$ cat src/rtl/apb_pkg.sv
// Shared types for the APB slave demux.
//   apb_rule_t         : address rule {base, mask}; a hit is (addr & mask) == base
//   apb_demux_state_e  : demux FSM states
//   DefaultSlvRules    : four 4 KiB windows at 0x0000_0000, 0x1000_0000, 0x2000_0000, 0x3000_0000
//   rule_hit()         : single-rule match helper used by the decoder
package apb_pkg;

  // Rules are stored at a fixed width so one parameter type serves any address width up to 64.
  localparam int unsigned RuleAw = 64;
  localparam int unsigned MaxSlv = 16;

  typedef struct packed {
    logic [RuleAw-1:0] base;
    logic [RuleAw-1:0] mask;
  } apb_rule_t;

  typedef enum logic [1:0] {
    StIdle,
    StDSetup,
    StDAccess,
    StResp
  } apb_demux_state_e;

  // base = all ones with mask = 0 can never match: used for unused slots.
  localparam apb_rule_t NoRule = '{base: '1, mask: '0};

  localparam apb_rule_t [MaxSlv-1:0] DefaultSlvRules = '{
    0:       '{base: 64'h0000_0000_0000_0000, mask: 64'h0000_0000_FFFF_F000},
    1:       '{base: 64'h0000_0000_1000_0000, mask: 64'h0000_0000_FFFF_F000},
    2:       '{base: 64'h0000_0000_2000_0000, mask: 64'h0000_0000_FFFF_F000},
    3:       '{base: 64'h0000_0000_3000_0000, mask: 64'h0000_0000_FFFF_F000},
    default: NoRule
  };

  function automatic logic rule_hit(input logic [RuleAw-1:0] addr, input apb_rule_t rule);
    return (addr & rule.mask) == rule.base;
  endfunction

endpackage

$ cat src/rtl/apb_addr_decode.sv
// Combinational priority address decoder.
//   addr_i : transfer address
//   hit_o  : some rule matched
//   idx_o  : index of the matching rule; lowest index wins when several match
module apb_addr_decode
  import apb_pkg::*;
#(
  parameter int unsigned NUM_SLV = 4,
  parameter int unsigned APB_ADDR_WIDTH = 32,
  parameter apb_rule_t [MaxSlv-1:0] SLV_RULES = DefaultSlvRules,
  localparam int unsigned IdxW = (NUM_SLV > 1) ? $clog2(NUM_SLV) : 1
) (
  input  logic [APB_ADDR_WIDTH-1:0] addr_i,
  output logic                      hit_o,
  output logic [IdxW-1:0]           idx_o
);

  logic [RuleAw-1:0] addr_ext;

  assign addr_ext = RuleAw'(addr_i);

  // Scan from the top down so the lowest matching index is the one left standing.
  always_comb begin
    hit_o = 1'b0;
    idx_o = '0;
    for (int i = int'(NUM_SLV) - 1; i >= 0; i--) begin
      if (rule_hit(addr_ext, SLV_RULES[i])) begin
        hit_o = 1'b1;
        idx_o = IdxW'(i);
      end
    end
  end

endmodule

$ cat src/rtl/apb_slv_demux.sv
// APB fan-out: one upstream requester routed to NUM_SLV downstream slaves by address.
// The downstream side is fully registered, unmapped addresses answer with pslverr, and a
// watchdog aborts slaves that stay in ACCESS too long.
//   clk_i, rst_i            : clock, asynchronous active-high reset
//   psel_i .. pwdata_i      : upstream request
//   prdata_o/pready_o/pslverr_o : upstream response (pready_o is a one-cycle pulse)
//   psel_o (one-hot), penable_o, pwrite_o, paddr_o, pwdata_o : downstream request
//   prdata_i/pready_i/pslverr_i : per-slave responses, slave k data at [k*W +: W]
//   timeout_o               : one-cycle pulse on watchdog abort
//   timeout_addr_o          : address of the last aborted transfer
module apb_slv_demux
  import apb_pkg::*;
#(
  parameter int unsigned NUM_SLV = 4,
  parameter int unsigned APB_ADDR_WIDTH = 32,
  parameter int unsigned APB_DATA_WIDTH = 32,
  parameter int unsigned TIMEOUT_CYCLES = 1024,
  parameter apb_rule_t [MaxSlv-1:0] SLV_RULES = DefaultSlvRules
) (
  input  logic                              clk_i,
  input  logic                              rst_i,
  input  logic                              psel_i,
  input  logic                              penable_i,
  input  logic                              pwrite_i,
  input  logic [APB_ADDR_WIDTH-1:0]         paddr_i,
  input  logic [APB_DATA_WIDTH-1:0]         pwdata_i,
  output logic [APB_DATA_WIDTH-1:0]         prdata_o,
  output logic                              pready_o,
  output logic                              pslverr_o,
  output logic [NUM_SLV-1:0]                psel_o,
  output logic                              penable_o,
  output logic                              pwrite_o,
  output logic [APB_ADDR_WIDTH-1:0]         paddr_o,
  output logic [APB_DATA_WIDTH-1:0]         pwdata_o,
  input  logic [NUM_SLV*APB_DATA_WIDTH-1:0] prdata_i,
  input  logic [NUM_SLV-1:0]                pready_i,
  input  logic [NUM_SLV-1:0]                pslverr_i,
  output logic                              timeout_o,
  output logic [APB_ADDR_WIDTH-1:0]         timeout_addr_o
);

  localparam int unsigned IdxW = (NUM_SLV > 1) ? $clog2(NUM_SLV) : 1;
  localparam int unsigned CntW = (TIMEOUT_CYCLES > 0) ? $clog2(TIMEOUT_CYCLES + 1) : 1;

  apb_demux_state_e state_q, state_d;

  logic [NUM_SLV-1:0]        psel_q, psel_d;
  logic                      penable_q, penable_d;
  logic                      pwrite_q, pwrite_d;
  logic [APB_ADDR_WIDTH-1:0] paddr_q, paddr_d;
  logic [APB_DATA_WIDTH-1:0] pwdata_q, pwdata_d;
  logic [IdxW-1:0]           idx_q, idx_d;
  logic [APB_DATA_WIDTH-1:0] rsp_rdata_q, rsp_rdata_d;
  logic                      rsp_err_q, rsp_err_d;
  logic [APB_DATA_WIDTH-1:0] prdata_q, prdata_d;
  logic                      pready_q, pready_d;
  logic                      pslverr_q, pslverr_d;
  logic                      timeout_q, timeout_d;
  logic [APB_ADDR_WIDTH-1:0] timeout_addr_q, timeout_addr_d;

  logic                      dec_hit;
  logic [IdxW-1:0]           dec_idx;
  logic [NUM_SLV-1:0]        dec_onehot;
  logic                      cnt_clr, cnt_inc, wdog_expire;

  logic [APB_DATA_WIDTH-1:0] slv_rdata [NUM_SLV];

  for (genvar k = 0; k < NUM_SLV; k++) begin : g_rdata
    assign slv_rdata[k] = prdata_i[k*APB_DATA_WIDTH +: APB_DATA_WIDTH];
  end

  apb_addr_decode #(
    .NUM_SLV        (NUM_SLV),
    .APB_ADDR_WIDTH (APB_ADDR_WIDTH),
    .SLV_RULES      (SLV_RULES)
  ) u_decode (
    .addr_i (paddr_i),
    .hit_o  (dec_hit),
    .idx_o  (dec_idx)
  );

  always_comb begin
    dec_onehot = '0;
    for (int k = 0; k < int'(NUM_SLV); k++) begin
      dec_onehot[k] = (dec_idx == IdxW'(k));
    end
  end

  // Watchdog: counts ACCESS cycles without pready; expires on the last allowed cycle.
  if (TIMEOUT_CYCLES > 0) begin : g_wdog
    logic [CntW-1:0] cnt_q, cnt_d;

    always_comb begin
      cnt_d = cnt_q;
      if (cnt_clr) begin
        cnt_d = '0;
      end else if (cnt_inc) begin
        cnt_d = cnt_q + 1'b1;
      end
    end

    always_ff @(posedge clk_i or posedge rst_i) begin
      if (rst_i) begin
        cnt_q <= '0;
      end else begin
        cnt_q <= cnt_d;
      end
    end

    assign wdog_expire = (cnt_q == CntW'(TIMEOUT_CYCLES - 1));
  end else begin : g_no_wdog
    logic unused_cnt_ctrl;
    assign unused_cnt_ctrl = cnt_clr ^ cnt_inc;
    assign wdog_expire     = 1'b0;
  end

  always_comb begin
    state_d        = state_q;
    psel_d         = psel_q;
    penable_d      = penable_q;
    pwrite_d       = pwrite_q;
    paddr_d        = paddr_q;
    pwdata_d       = pwdata_q;
    idx_d          = idx_q;
    rsp_rdata_d    = rsp_rdata_q;
    rsp_err_d      = rsp_err_q;
    pready_d       = 1'b0;
    prdata_d       = '0;
    pslverr_d      = 1'b0;
    timeout_d      = 1'b0;
    timeout_addr_d = timeout_addr_q;
    cnt_clr        = 1'b0;
    cnt_inc        = 1'b0;

    unique case (state_q)
      StIdle: begin
        if (psel_i) begin
          paddr_d  = paddr_i;
          pwdata_d = pwdata_i;
          pwrite_d = pwrite_i;
          idx_d    = dec_idx;
          if (dec_hit) begin
            psel_d    = dec_onehot;
            penable_d = 1'b0;
            state_d   = StDSetup;
          end else begin
            // Unmapped: answer locally, the downstream bus never sees it.
            rsp_rdata_d = '0;
            rsp_err_d   = 1'b1;
            state_d     = StResp;
          end
        end
      end

      StDSetup: begin
        if (!psel_i) begin
          psel_d    = '0;
          penable_d = 1'b0;
          state_d   = StIdle;
        end else begin
          penable_d = 1'b1;
          cnt_clr   = 1'b1;
          state_d   = StDAccess;
        end
      end

      StDAccess: begin
        if (!psel_i) begin
          psel_d    = '0;
          penable_d = 1'b0;
          state_d   = StIdle;
        end else if (pready_i[idx_q]) begin
          // Ready on the expiry cycle still counts as a normal completion.
          psel_d      = '0;
          penable_d   = 1'b0;
          rsp_rdata_d = pwrite_q ? '0 : slv_rdata[idx_q];
          rsp_err_d   = pslverr_i[idx_q];
          state_d     = StResp;
        end else if (wdog_expire) begin
          psel_d         = '0;
          penable_d      = 1'b0;
          rsp_rdata_d    = '0;
          rsp_err_d      = 1'b1;
          timeout_d      = 1'b1;
          timeout_addr_d = paddr_q;
          state_d        = StResp;
        end else begin
          cnt_inc = 1'b1;
        end
      end

      StResp: begin
        // Stay here through the pready cycle so the still-high psel_i of the finishing
        // transfer is not mistaken for a new request.
        if (pready_q) begin
          state_d = StIdle;
        end else if (!psel_i) begin
          state_d = StIdle;
        end else if (penable_i) begin
          pready_d  = 1'b1;
          prdata_d  = rsp_rdata_q;
          pslverr_d = rsp_err_q;
        end
      end

      default: begin
        state_d = StIdle;
      end
    endcase
  end

  always_ff @(posedge clk_i or posedge rst_i) begin
    if (rst_i) begin
      state_q        <= StIdle;
      psel_q         <= '0;
      penable_q      <= 1'b0;
      pwrite_q       <= 1'b0;
      paddr_q        <= '0;
      pwdata_q       <= '0;
      idx_q          <= '0;
      rsp_rdata_q    <= '0;
      rsp_err_q      <= 1'b0;
      prdata_q       <= '0;
      pready_q       <= 1'b0;
      pslverr_q      <= 1'b0;
      timeout_q      <= 1'b0;
      timeout_addr_q <= '0;
    end else begin
      state_q        <= state_d;
      psel_q         <= psel_d;
      penable_q      <= penable_d;
      pwrite_q       <= pwrite_d;
      paddr_q        <= paddr_d;
      pwdata_q       <= pwdata_d;
      idx_q          <= idx_d;
      rsp_rdata_q    <= rsp_rdata_d;
      rsp_err_q      <= rsp_err_d;
      prdata_q       <= prdata_d;
      pready_q       <= pready_d;
      pslverr_q      <= pslverr_d;
      timeout_q      <= timeout_d;
      timeout_addr_q <= timeout_addr_d;
    end
  end

  assign psel_o         = psel_q;
  assign penable_o      = penable_q;
  assign pwrite_o       = pwrite_q;
  assign paddr_o        = paddr_q;
  assign pwdata_o       = pwdata_q;
  assign prdata_o       = prdata_q;
  assign pready_o       = pready_q;
  assign pslverr_o      = pslverr_q;
  assign timeout_o      = timeout_q;
  assign timeout_addr_o = timeout_addr_q;

endmodule
$ cat config.mk
export PLATFORM = sky130hd
export DESIGN_NAME = apb_slv_demux
export DESIGN_NICKNAME = d
export VERILOG_FILES = /design/src/rtl/apb_pkg.sv /design/src/rtl/apb_addr_decode.sv /design/src/rtl/apb_slv_demux.sv
export SDC_FILE = /design/constraint.sdc
export NUM_CORES = 1
export LEC_CHECK = 0
export CORE_UTILIZATION = 35
export CTS_BUF_LIST = sky130_fd_sc_hd__clkbuf_8
export CTS_CLUSTER_SIZE = 14
export DETAILED_ROUTE_END_ITERATION = 8
export GPL_TIMING_DRIVEN = 0
export PLACE_DENSITY = 0.82
export SYNTH_ARGS = -nofsm -noshare
export SYNTH_HDL_FRONTEND = slang
export SYNTH_SLANG_ARGS = --single-unit
$ cat constraint.sdc
create_clock -name clk_i -period 6.55 [get_ports clk_i]
set_clock_uncertainty 0.15 [all_clocks]
set_input_delay 1.6375 -clock clk_i [delete_from_list [all_inputs] [get_ports clk_i]]
set_output_delay 1.6375 -clock clk_i [all_outputs]
set_load 0.01 [all_outputs]
Yosys cells after proc, flatten, opt, wreduce, memory -nomap -nowiden
Index checks and enable logic that the tools add are counted.

storage, ports and cells
  register bits = 183
  input bits = 205
  word-level logic and storage cells = 88

cells by class
  muxes and demuxes = 52
  reductions and logical operators = 10
  bitwise gates (word level) = 1
  add/sub/neg operators = 1
  equality and inequality tests = 10

operator list
  operator                                               number
  two-way mux 32 bit                                     9
  case mux 32 bit (2 select lines)                       1
  two-way mux 1 bit                                      25
  two-way mux 11 bit                                     2
  two-way mux 4 bit                                      4
  two-way mux 2 bit                                      7
  adder 11 x 1 -> 11 bit, second input constant          1
  equality test 11 x 10 -> 1 bit, second input constant  1
  case mux 2 bit (4 select lines)                        1
  case mux 4 bit (2 select lines)                        1
  AND reduction 4 bit                                    2
  inequality test 2 bit, second input constant           3
  inequality test 3 bit, second input constant           2
  AND reduction 3 bit                                    2
  nonzero test 2 bit                                     3
  equality test 2 bit, second input constant             2
  inequality test 4 bit, second input constant           1
  case mux 1 bit (2 select lines)                        2
  AND reduction 2 bit                                    2
  equality test 2 x 1 -> 1 bit, second input constant    1
  logical NOT 2 bit                                      1
  inverter 1 bit                                         1

Longest topological paths before layout
Gate-level depths: netlist (run 1).

  depth in word-level cells = 7
  depth in mapped cells = 8

By module
From an unflattened synthesis (run 1), not the netlist that was laid out.

second synthesis, totals
  cell total of the unflattened synthesis = 516
  area, all modules = 7822.5 µm²

modules (own cells, without submodules)
  module           times used  area an instance (µm²)  cells each
  apb_slv_demux    1           7796.2                  512
  apb_addr_decode  1           26.3                    4

Least setup slack after synthesis (run 1)
OpenSTA, ideal clock, no wires.

  kind = input port to flip-flop
  from = in psel_i
  to = reg g_wdog.cnt_q[9]
  cell stages on the path = 5
  arrival = 2.873 ns
  setup time = 0.078 ns
  path buffers = 1
  path slack = 3.449 ns
  data required time = 6.322 ns
  cell sequence = buf_2 > nand3b_2 > or2_2 > or4_1 > a21oi_1

between the ends
  longest elaborated chain between the ends = 3

RTL lines
  item                                                      RTL line                                    RTL
  start: declaration                                        apb_slv_demux.sv:22                         input logic psel_i,
  two-way mux 1 bit, on equally long branches               apb_slv_demux.sv:156, apb_slv_demux.sv:168
  two-way mux 1 bit                                         apb_slv_demux.sv:135                        unique case (state_q)
  two-way mux 11 bit or nonzero test 2 bit (tied branches)  --
  end signal: assignment                                    apb_slv_demux.sv:106                        cnt_q <= cnt_d;
  end: declaration                                          apb_slv_demux.sv:91                         logic [CntW-1:0] cnt_q, cnt_d;

Parallel ways exist; a longest one is shown, timed or not.
A chain may end at the register's enable or synchronous reset.

Worst setup path after layout (run 1)
  from = reg paddr_q[1] (netlist: paddr_o[1])
  to = out paddr_o[1]

RTL lines
  item                      RTL line              RTL
  start: declaration        apb_slv_demux.sv:50   logic [APB_ADDR_WIDTH-1:0] paddr_q, paddr_d;
  start signal: assignment  apb_slv_demux.sv:233  paddr_q <= paddr_d;
  end: declaration          apb_slv_demux.sv:33   output logic [APB_ADDR_WIDTH-1:0] paddr_o,

No word-level cell between the ends.

==> metrics, run 1 <==
Seq pwr share=0.426; # Post-CTS Setup Buffers=0; pin count of the biggest net entering global routing=43; compound-cell area share of the yosys netlist=0.02627; antenna violations before repair=0; CP Data Required Time=4.76 ns; hold-fix buffers at CTS=0; vias per cell=4.491; max incr delay on CP=0.57 ns; worst-skew pair later-pin latency=0.45 ns; Routed WL per cell=16.01 um; final routed DRC violation total=0; fraction of the mapped netlist area in simple logic gates=0.08304; final clock period utilization by the worst path=0.4945; post-layout util=0.5237; layout overhead on the synthesized area=45.03%; CTS sink count=179; Internal Pwr Total=2.517 mW; family with the most delay on the worst path=buffers and inverters; maximum operating frequency=308.8 MHz; vias=4760; num ports=342; all-layer global routing usage=0.1649; level count of the clock H-tree=4; HP Class=flip-flop to flip-flop; setup repair after global routing missed its margin=false; Yosys cell types=43; part of the Yosys area used for sequential elements=0.6312; Yosys top cell area share=0.6312; crit-path max FO=3; total setup violations reported at the end of the flow=0; Max IR drop VDD=0.0001391 V; P_sw=1.159 mW; GP Congestion=0.8040; Die H=144.4 um; Adder-Cell Fraction of Synth Area=0.008815; multiplexer share of the synthesized area=0.2005; Placement Rows=51; area of the die=20850 um2; result of the run=finished, final reports clean; slew at the pin closest to its max-slew limit=0.8947 ns; Max Buffers Root-to-Sink=2; xor and xnor area share after synthesis=0.001234; CTS clk-pin slew, worst paths=0.11 ns; post-route minimum period=3.239 ns; max_slew headroom=0.4035; Final Slew Violations=0; area used by sequential logic in the layout=4479 um2; total CTS buffers=17; first-iteration detailed-routing DRC count=159; CTS tree=built; core box area=19650 um2; global routing usage on met1=0.1861; arrival time worst endpoint=1.45 ns; Sw Ratio=0.3153; aggregate global routing overflow=0; number of warnings issued by yosys=0; routed wire length=16970 um; cell type with the largest total area after synthesis=dfrtp_1; CTS Root Cell=clkbuf_8; total area of multi-input combinational cells=2285 um2; GR Util met3=0.05762; antenna-violating nets left=0; power share of the clock group=0.218; cells resized by post-CTS repair=0; antenna diode instance count=0; Final Hold Violating Endpoints=0; critical-path cell list=clkdlybuf4s50_1; cell area after technology mapping=7097 um2; dominant register cell in the synthesized netlist=dfrtp_1; post-route setup TNS=0 ns; count of input and output buffers=234; initial core utilization=0.3611; fraction of registers with async set or reset after synthesis=1.000; endpoint class of the critical path=output port; MaxCap Viol Count=0; cell types with the largest area share after synthesis=dfrtp_1, mux2_2, mux2i_1, and2_1, nand2_1; proportion of layout cells with a drive suffix above 1=0.1962; startpoint class of the critical path=flip-flop; Cells after Synth=522; vias in the first global route=4863; logic gate share of total power=0.356; nets=992; placed wire-length estimate=12730 um; met2 Resource Use GR=0.2834; worst-case hold slack=0.3329 ns; count of filler cells inserted in the layout=1734; main combinational cell family by area after synthesis=multiplexers; count of flip-flops with a built-in enable after synthesis=0; worst path bufs/invs=1; worst setup path class=flip-flop to output port; first-pass GRT wire length=25670 um; slowest library cell on the worst path=clkdlybuf4s50_1; total iterations of the first detailed-routing run=4; most utilized layer in the global route result=met2; overall power consumption=3.676 mW; P_leak=4.576 nW; die width=144.4 um; flip-flop and latch count after synthesis=179; synthesized area divided by synthesized cell count=13.60 um2; cell area power density=357.1 nW/um2
## final cells by class
cell class	instances	share of cell area
buffer	31	0.01884
clock buffer	17	0.02273
clock inverter	15	0.01872
inverter	40	0.01495
multi-input combinational	275	0.2220
sequential	179	0.4352
tap	265	0.03221
timing repair buffer	238	0.2354
## synth_stat cells (2+ instances only)
library cell  instances
a21oi_1               8
a31o_2                2
and2_1               35
and3_1                2
and3b_1               2
and4_4                2
buf_2                 8
buf_4                 8
buf_6                 5
clkbuf_1              9
dfrtp_1             179
ha_1                  5
inv_1                40
mux2_1                8
mux2_2               89
mux2i_1              33
nand2_1              42
nand3_1               3
nor2_1                7
nor3_1                4
o21ai_0               4
o31ai_1               3
or3_1                 3
or4_1                 2
## cell families after synthesis
kind of cell,after synthesis
XOR/XNOR,1
AO/OA/AOI/OAI,26
flip-flops,179
buffers and inverters,71
adder cells (fa/ha/maj),5
multiplexers,130
other,1
AND/OR/NAND/NOR,109
## worst register-to-register path, stage by stage, from the launching register on
cell      delay (ns)
dfrtp_1         0.43
inv_1           0.09
ha_1            0.26
nand2_1         0.09
clkbuf_1        0.67
buf_2           0.42
mux2_2          0.38
## flip-flops by register name (all words and copies together) (netlist names)
signal          count
state_q             2
rsp_rdata_q        32
paddr_o            32
g_wdog.cnt_q       11
pwdata_o           32
pslverr_o           1
timeout_o           1
prdata_o           32
pwrite_o            1
pready_o            1
penable_o           1
timeout_addr_o     32
rsp_err_q           1
## metal layers
| metal | vias up | part of all wire |
|---|---|---|
| li1 | 2253 | - |
| met1 | 2313 | 0.39 |
| met2 | 169 | 0.50 |
| met3 | 25 | 0.080 |
| met4 | 0 | 0.024 |
| met5 | - | 0 |
## power by group through the flow
stage | logic, mW | registers, mW | clock network (mW)
detailed placement | 1.33 | 1.59 | 0
CTS | 1.33 | 1.57 | 0.832
global route | 1.42 | 1.60 | 0.871
floorplan | 0.584 | 1.65 | 0
global placement | 1.29 | 1.57 | 0
finish | 1.31 | 1.57 | 0.801
## metrics by stage
stage	setup slack (ns)	std cells	instance area [um2]
after floorplan	2.468	525	7112
after global placement	0.9922	1024	9786
after detailed placement	2.866	1028	9866
after CTS	3.254	1060	10290
after global routing	3.220	1060	10290
final	3.311	1060	10290
## layout by cell type (no fill, tap or decap), drive strengths merged, types with 4 or more instances in the layout
cell / instances
clkdlybuf4s50: 234
nor3: 5
and2: 35
clkinvlp: 4
o21ai: 4
conb: 4
clkinv: 4
ha: 5
nor2: 7
nand2: 42
dfrtp: 179
buf: 26
mux2i: 33
a21oi: 8
mux2: 97
clkbuf: 26
inv: 45
## path summary, 6_finish.rpt
| kind | slack [ns] | end | cells past startpoint | from |
|---|---|---|---|---|
| min in group asynchronous | 1.56 | pwdata_o[27]$_DFFE_PP0P_ | 2 | rst_i |
| worst min-delay path | 0.33 | timeout_o$_DFF_PP0_ | 1 | g_wdog.cnt_q[10]$_DFFE_PP0P_ |
| worst max register to register | 3.95 | paddr_o[4]$_DFFE_PP0P_ | 6 | state_q[0]$_DFFE_PP0P_ |
| worst min register to register | 0.33 | timeout_o$_DFF_PP0_ | 1 | g_wdog.cnt_q[10]$_DFFE_PP0P_ |
| worst max-delay path | 3.31 | paddr_o[1] | 1 | paddr_o[1]$_DFFE_PP0P_ |
| max in group asynchronous | 3.83 | timeout_addr_o[28]$_DFFE_PP0P_ | 4 | rst_i |
(Power assumes the default switching activity.)
==> run 2: changes to the inputs <==
--- a/config.mk
+++ b/config.mk
@@ -10,7 +10,7 @@
 export CTS_CLUSTER_SIZE = 14
 export DETAILED_ROUTE_END_ITERATION = 8
 export GPL_TIMING_DRIVEN = 0
-export PLACE_DENSITY = 0.82
+export PLACE_DENSITY = 0.8
 export SYNTH_ARGS = -nofsm -noshare
 export SYNTH_HDL_FRONTEND = slang
 export SYNTH_SLANG_ARGS = --single-unit
==> constraint.sdc (replaced) <==
create_clock -name clk_i -period 3 [get_ports clk_i]
set_clock_uncertainty 0.15 [all_clocks]
set_input_delay 0.75 -clock clk_i [delete_from_list [all_inputs] [get_ports clk_i]]
set_output_delay 0.75 -clock clk_i [all_outputs]
set_load 0.01 [all_outputs]
==> metrics, run 2 (synthesized netlist as in run 1, its figures left out) <==
total iterations of the first detailed-routing run=4 (unchanged); Routed WL per cell=15.45 um (-3.5%); count of filler cells inserted in the layout=1716 (-1.0%); layout overhead on the synthesized area=44.98% (about the same); CTS tree=built; Max Buffers Root-to-Sink=2 (unchanged); number of placed instances, taps included=1028 (unchanged); most frequent cells in the layout=clkdlybuf4s50_1, dfrtp_1, mux2_2; Layout Cells excl Fill=1060 (unchanged); setup repair after global routing missed its margin=false; overall power consumption=8.006 mW (+120%); post-route minimum period=2.423 ns; area of the die=20850 um2 (unchanged); max_slew headroom=0.3886 (-0.01493); most common cell after layout, fill and taps aside=clkdlybuf4s50_1; proportion of layout cells with a drive suffix above 1=0.1950 (-0.001258); crit-path max FO=10 (+7); cells resized by post-CTS repair=0 (unchanged); CTS sink count=179 (unchanged); antenna-violating nets left=0 (unchanged); post-layout util=0.5235 (about the same); num ports=342 (unchanged); arrival time worst endpoint=2.60 ns (+1.15 ns); worst-skew pair later-pin latency=0.44 ns (about the same); Die H=144.4 um (unchanged); HP Class=flip-flop to flip-flop; vias=4735 (-0.53%); all-layer global routing usage=0.1596 (-0.005317); CTS Root Cell=clkbuf_8; maximum operating frequency=412.7 MHz; Max IR drop VDD=0.0003230 V (+130%); final routed DRC violation total=0 (unchanged); cell area power density=778.1 nW/um2 (+120%); P_leak=4.583 nW (+0.16%); Final Hold Violating Endpoints=0 (unchanged); die width=144.4 um (unchanged); GP Congestion=0.7746 (-3.7%); count of input and output buffers=234 (unchanged); total setup violations reported at the end of the flow=0 (unchanged); antenna diode instance count=0 (unchanged); final clock period utilization by the worst path=0.8076; Final Slew Violations=0 (unchanged); # Post-CTS Setup Buffers=0 (unchanged); placed wire-length estimate=12230 um (-3.9%); CP Data Required Time=3.18 ns (-1.58 ns); routed wire length=16370 um (-3.5%); vias in the first global route=4755 (-2.2%); slew at the pin closest to its max-slew limit=0.9152 ns (+0.02047 ns); nets=992 (unchanged); vias per cell=4.467 (-0.53%); endpoint class of the critical path=flip-flop; MaxCap Viol Count=0 (unchanged); initial core utilization=0.3611 (unchanged); level count of the clock H-tree=4 (unchanged); worst setup path class=flip-flop to flip-flop; first-pass GRT wire length=24980 um (-2.7%); pin count of the biggest net entering global routing=42 (-2.3%); hold-fix buffers at CTS=0 (unchanged); Placement Rows=51 (unchanged); CTS clk-pin slew, worst paths=0.10 ns (about the same); startpoint class of the critical path=flip-flop; core box area=19650 um2 (unchanged); first-iteration detailed-routing DRC count=133 (-16%); result of the run=finished, final reports clean; aggregate global routing overflow=0 (unchanged); total CTS buffers=17 (unchanged); antenna violations before repair=0 (unchanged)
==> run 2: cell types whose count changed in the layout (fill, tap and decap cells not counted) <==
cell	delta
clkinv_8	-2
clkinv_2	+1
inv_8	-3
bufinv_16	+1
clkbuf_8	+1
inv_6	+1
clkinvlp_4	-1
inv_1	+1
clkinv_4	+1
==> run 2: worst max-delay path, stage by stage, from the launching register on <==
cell and delay (ns):
dfrtp_1 0.42, inv_1 0.09, ha_1 0.26, nand2_1 0.09, clkbuf_1 0.52, buf_2 0.39, mux2_2 0.38
==> run 2: area by class of cell <==
class	count	area, um2	area share
Tap cell	265	331.6	0.03223
Clock buffer	18	247.7	0.02408
Timing Repair Buffer	238	2422	0.2354
Multi-Input combinational cell	275	2285	0.2221
Sequential cell	179	4479	0.4354
Clock inverter	14	175.2	0.01703
Inverter	40	153.9	0.01496
Buffer	31	193.9	0.01885
==> run 2: metal layers <==
layer	track usage	wire length, um	up-vias
met5	0	0	-
met4	0.05152	164	0
met3	0.05596	1383	12
met2	0.2705	8142	164
met1	0.1880	6683	2304
li1	-	-	2255
==> run 2: path summary, 6_finish.rpt <==
path / from / to / slack, ns / depth (start not counted)
min: rsp_rdata_q[16]$_DFFE_PP0P_ / prdata_o[16]$_DFF_PP0_ / 0.32 / 1
max: state_q[0]$_DFFE_PP0P_ / paddr_o[4]$_DFFE_PP0P_ / 0.58 / 6
min in group asynchronous: rst_i / pwdata_o[20]$_DFFE_PP0P_ / 0.69 / 2
max in group asynchronous: rst_i / paddr_o[27]$_DFFE_PP0P_ / 1.09 / 4
max reg2reg: state_q[0]$_DFFE_PP0P_ / paddr_o[4]$_DFFE_PP0P_ / 0.58 / 6
min reg2reg: rsp_rdata_q[16]$_DFFE_PP0P_ / prdata_o[16]$_DFF_PP0_ / 0.32 / 1
==> run 2: through the flow <==
| stage | worst slack [ns] | hold WS (ns) | instance area [um2] | TNS (ns) |
|---|---|---|---|---|
| 5_1_grt | 0.3992 | 0.3464 | 10290 | 0 |
| 3_3_place_gp | -1.687 | 0.2950 | 9786 | -300.50 |
| 6_report | 0.5771 | 0.3196 | 10290 | 0 |
| 2_1_floorplan | -0.1946 | 0.2749 | 7112 | -34.83 |
| 3_5_place_dp | 0.2068 | 0.3104 | 9866 | 0 |
| 4_1_cts | 0.5244 | 0.3234 | 10290 | 0 |
==> run 2: power breakdown <==
group | internal, mW | switching (mW) | leakage [nW]
Clock | 0.857 | 0.899 | 0.212
Combinational | 1.68 | 1.17 | 2.03
Sequential | 3.04 | 0.363 | 2.34
Total | 5.57 | 2.43 | 4.58
